## config.mk

```make
export PLATFORM = sky130hd
export DESIGN_NAME = sram_pager
export DESIGN_NICKNAME = d
export VERILOG_FILES = /design/src/rtl/sram_pager.sv
export SDC_FILE = /design/constraint.sdc
export NUM_CORES = 1
export LEC_CHECK = 0
export ABC_AREA = 0
export CORE_MARGIN = 2
export CORE_UTILIZATION = 28
export CTS_CLUSTER_SIZE = 16
export DETAILED_ROUTE_END_ITERATION = 16
export GPL_TIMING_DRIVEN = 0
export HOLD_SLACK_MARGIN = 0.02
export PLACE_DENSITY = 0.81
export SLEW_MARGIN = 20
export SYNTH_ARGS = -nofsm -noshare
export SYNTH_HDL_FRONTEND = slang
export SYNTH_SLANG_ARGS = --single-unit
export TNS_END_PERCENT = 10
```

## constraint.sdc

```tcl
create_clock -name clk -period 2.8 [get_ports clk]
set_input_delay 0.28 -clock clk [delete_from_list [all_inputs] [get_ports clk]]
set_output_delay 0.28 -clock clk [all_outputs]
set_load 0.01 [all_outputs]
```

## src/rtl/sram_pager.sv

```systemverilog
// CPU front end for the SRAM stage: decodes sram_cs, holds the page register, and stretches SRAM cycles.
// Decode is combinational; ready drops for WAIT_STATES cycles per SRAM access; I/O and page accesses never stall.
module sram_pager #(
  parameter logic [15:0] PAGE_REG_ADDR = 16'hE6D0,
  parameter logic [15:0] IO_LO         = 16'hE600,
  parameter logic [15:0] IO_HI         = 16'hE6FF,
  parameter int unsigned WAIT_STATES   = 1
) (
  input  logic        clk,
  input  logic        rst,
  input  logic [15:0] AD,
  input  logic [7:0]  DI,
  input  logic        rw,
  input  logic        vma,
  output logic [7:0]  DO,
  output logic        page_sel,
  output logic [4:0]  page,
  output logic        sram_cs,
  output logic        ready
);

  typedef enum logic [1:0] {S_IDLE, S_WAIT, S_LAST} state_t;

  // WAIT covers the stall cycles between the first one (spent in IDLE) and LAST.
  localparam logic [2:0] CNT_INIT = (WAIT_STATES >= 2) ? 3'(WAIT_STATES - 2) : 3'd0;

  state_t     state, state_nxt;
  logic [2:0] cnt, cnt_nxt;
  logic       mem_sel, page_hit, page_wr, stall_en, rdy;
  logic       unused_di;

  assign stall_en  = (WAIT_STATES != 0);
  assign mem_sel   = vma && !((AD >= IO_LO) && (AD <= IO_HI));
  assign page_hit  = (AD == PAGE_REG_ADDR);
  assign page_sel  = vma && rw && page_hit;
  assign page_wr   = vma && !rw && page_hit;
  assign DO        = {3'b000, page};
  assign sram_cs   = mem_sel && !rst;
  assign ready     = rst || rdy;
  assign unused_di = ^DI[7:5];

  always_comb begin
    state_nxt = state;
    cnt_nxt   = cnt;
    rdy       = 1'b1;
    case (state)
      S_IDLE: begin
        rdy = !(stall_en && mem_sel);
        if (stall_en && mem_sel) begin
          if (WAIT_STATES == 1) begin
            state_nxt = S_LAST;
          end else begin
            state_nxt = S_WAIT;
            cnt_nxt   = CNT_INIT;
          end
        end
      end
      S_WAIT: begin
        // Losing vma means the CPU abandoned the access; release it at once.
        if (!vma) begin
          state_nxt = S_IDLE;
        end else begin
          rdy = 1'b0;
          if (cnt != 3'd0) begin
            cnt_nxt = cnt - 3'd1;
          end else begin
            state_nxt = S_LAST;
          end
        end
      end
      S_LAST: begin
        state_nxt = S_IDLE;
      end
      default: begin
        state_nxt = S_IDLE;
      end
    endcase
  end

  always_ff @(posedge clk) begin
    if (rst) begin
      state <= S_IDLE;
      cnt   <= 3'd0;
      page  <= 5'd0;
    end else begin
      state <= state_nxt;
      cnt   <= cnt_nxt;
      if (page_wr) begin
        page <= DI[4:0];
      end
    end
  end

endmodule

```

# == Yosys cells after proc, flatten, opt, wreduce, memory -nomap -nowiden ==
# Index checks and enable logic that the tools add are counted.
# word_totals
in_bits,28
ff_bits,10
# op_classes
eq_ne,4
mux,6
n_reduce_logical,16
n_addsub,1
order_cmp,2
# ops
op,n
$eq A16 B16 Y1 const B,1
$ge A16 B16 Y1 const B,1
$le A16 B16 Y1 const B,1
$logic_and A1 B1 Y1,7
$mux W2,3
$logic_not A1 Y1,4
$pmux W2 S2,1
$ne A3 B3 Y1 const B,1
$reduce_and A3 Y1,1
$reduce_bool A3 Y1,1
$sub A3 B1 Y3 const B,1
$eq A2 B1 Y1 const B,1
$logic_not A2 Y1,1
$ne A2 B2 Y1 const B,1
$pmux W1 S2,1
$reduce_and A2 Y1,1
$logic_or A1 B1 Y1,1
$mux W1,1

# == Logic depth before layout (Yosys ltp) ==
# depth
depth_word,7
mapped_depth,4
ltp_nobuf,4

# == Worst setup path before layout ==
# Ideal clock, no wire load.
# synth_timing
path_type,input to output
startpoint,input port AD[8]
endpoint,output port ready
path_slack_ns,1.482
arrival_time_ns,1.038
path_stages,4
cell_sequence,and4bb_2 -> a21oi_1 -> nor2b_1 -> inv_1
# synth_via
elab_chain_cells,7
# synth_rtl
item,line_no,text
"start, declared",11,"input logic [15:0] AD,"
$ge A16 B16 Y1 or $le A16 B16 Y1 (tied branches),33,assign mem_sel = vma && !((AD >= IO_LO) && (AD <= IO_HI));
$logic_and A1 B1 Y1 *,33,
$logic_not A1 Y1 *,33,
$logic_and A1 B1 Y1 *,33,
$logic_not A1 Y1 *,48,rdy = !(stall_en && mem_sel);
$pmux W1 S2 *,46,case (state)
$logic_or A1 B1 Y1 *,39,assign ready = rst || rdy;
"end, declared",19,output logic ready
# Mark *: on every way between the ends. The rest lies on a longest branch, timed or not.

# == Worst setup path in the final report ==
# layout_timing
startpoint,input port AD[0]
endpoint,output port page_sel
# layout_via
elab_chain_cells,2
# layout_rtl
item,line_no,text
$eq A16 B16 Y1,34,assign page_hit = (AD == PAGE_REG_ADDR);
$logic_and A1 B1 Y1,35,assign page_sel = vma && rw && page_hit;
"end, declared",16,"output logic page_sel,"
# No other way between the ends.

==> reports/results.ini <==
[worst_setup_path]
critPathArrivalTime_ns = 1.98
end_kind = output port
crit_required_ns = 2.52
regToRegStartpoint = page[2]
worstSetupStartpoint = AD[0]
crit_fanout = 6
criticalPathCategory = input pin to output port
crit_path_start_kind = input pin

[die]
dieHeight_um = 41.7
rows = 13
core_area_um2 = 1320
die_width_um = 41.7
die_area_um2 = 1740
io_pins = 44
initial_core_util_pct = 30.2

[clock_tree]
cts_setup_buffers = 0
cts_root_buffer = clkbuf_4
ctsHtreeMaxLevel = 1
cts_buffers = 3
clock_latency_ns = 0.25
clkTransAtPathRegs_ns = 0.05
clock_sinks = 6
cts_max_path_buffers = 2
cts_hold_buf = 0
cts_resized = 0
cts_tree = yes

[sta]
fmax_ghz = 0.443
fin_ws_ns = 0.545
drv_slew = 0
rsz0062_at_grt = false
fin_worst_skew_ns = 0
hold_violations = 0
min_period_over_period_pct = 80.5
setup_tns_ns = 0
fin_crit_ns = 2.26
setup_viol = 0
fin_hold_ws_ns = 0.398

[global_route]
grt_pass1_vias = 439
antenna_found_initial = 0
grt_use_met1_pct = 14.9
grt_pass1_wl_um = 1810
gr-usage-met2_pct = 24.7
overflow = 0
grt.met3_usage_pct = 3.91
busiest_layer = met2
gr-usage-all-layers_pct = 14.0
grt_max_degree = 8

[drt]
via_per_inst = 4.71
initialDrtViolationCount = 8
dr.pass1.iters = 4
via_count = 476
wirelength_um = 1140
ant_nets = 0
drcViolationCount = 0
wl_per_cell_um = 11.2

[place]
port_buffers = 37
gp_congestion = 0.741
post-place-ws_ns = 0.559
place_area_um2 = 795
dp_hpwl_um = 957

[synthesis]
synth_seq_area_share_pct = 30.2
synth_edf_count = 0
synth_top_cell_area_share_pct = 30.2
synth-seq-cells = 6
synth_most_common_cell = buf_4
synthArstFlopShare_pct = 0
synth_top_cells_by_area = dfxtp_1, buf_4, nand4b_1, a21oi_1, nor4b_4
syn_area_per_cell_um2 = 9.04
syn_area_um2 = 398
synth_warnings = 0
ys.flop_type = dfxtp_1
synthTopCellsByCount = buf_4, a21oi_1, dfxtp_1
ys_types = 19
synth_cells = 44
yosysTopAreaCell = dfxtp_1

[cells_and_area]
nNetsFinal = 116
diodes = 0
drive_gt1_share_pct = 17.4
area_growth_pct = 105
postLayoutCellArea_um2 = 817

[pwr]
p_int_uw = 175
powerDensity_nw_per_um2 = 275
power_leakage_uw = 0.000310
p_sw_uw = 50.1
power_frac_seq_pct = 38.5
combPwrFrac_pct = 23.8
peakVddDrop_uv = 183
clkPwrFrac_pct = 37.7
p_sw_share_pct = 22.3

[flow_run]
cap_violations = 0

[worst_hold_path]
holdCritPathClass = register to register
min_from = state[1]

[run_status]
status = completed

## power by group through the flow
stage               combinational (uW)  sequential (uW)  clock (uW)
floorplan                         13.2             88.2           0
global placement                  52.3             88.3           0
detailed placement                53.3             88.3           0
CTS                               53.5             86.6        85.1
global route                      57.1             86.5        90.0
finish                            53.6             86.5        84.6
## critical path: stages
cell and delay, ns:
clkdlybuf4s50_1 0.46, nor4b_4 0.32, nand3_1 0.22, nor2_1 0.15, clkdlybuf4s50_1 0.55
## flip-flops by register name, summed over array words and instances (netlist names)
register,flops
state,1
page,5
## path summary, 6_finish.rpt
check | endpoint | slack [ns] | depth (start not counted)
min reg2reg | state[1] | 0.40 | 1
max | page_sel | 0.54 | 5
max reg2reg | page[2] | 2.13 | 2
min | state[1] | 0.40 | 1
## cells in the final DEF (no fill, tap or decap), drive strengths merged, types with 2 or more instances in the layout
cell / instances
a21oi: 6
nand4b: 5
dfxtp: 6
and4bb: 2
buf: 8
clkbuf: 3
o21ai: 5
clkdlybuf4s50: 37
conb: 3
nand3: 2
## per-layer routing
layer	vias up	wire, um	share of wire [%]
li1	240	-	-
met1	206	436	38
met2	26	602	53
met3	4	76	6.7
met4	0	19	1.7
met5	-	0	0
## area by class of cell
class	count	area, um^2
sequential	6	120
inverter	1	3.75
buffer	8	60.1
clock buffer	3	22.5
fill	117	500
tap	15	18.8
timing repair buffer	37	370
multi-input combinational	31	221
## kinds of logic after synthesis
group	after synthesis	share of synthesized area [%]
AO/OA/AOI/OAI	11	13.8
flip-flops	6	30.2
other	1	0.942
buffers and inverters	9	16.0
AND/OR/NAND/NOR	17	39.0
## per-stage QoR
stage	total power, uW	std cells	util [%]
global placement	141	98	60.3
finish	225	101	62.0
CTS	225	101	62.0
global route	234	101	62.0
floorplan	101	46	-
detailed placement	142	98	60.3
(Power assumes the default switching activity.)
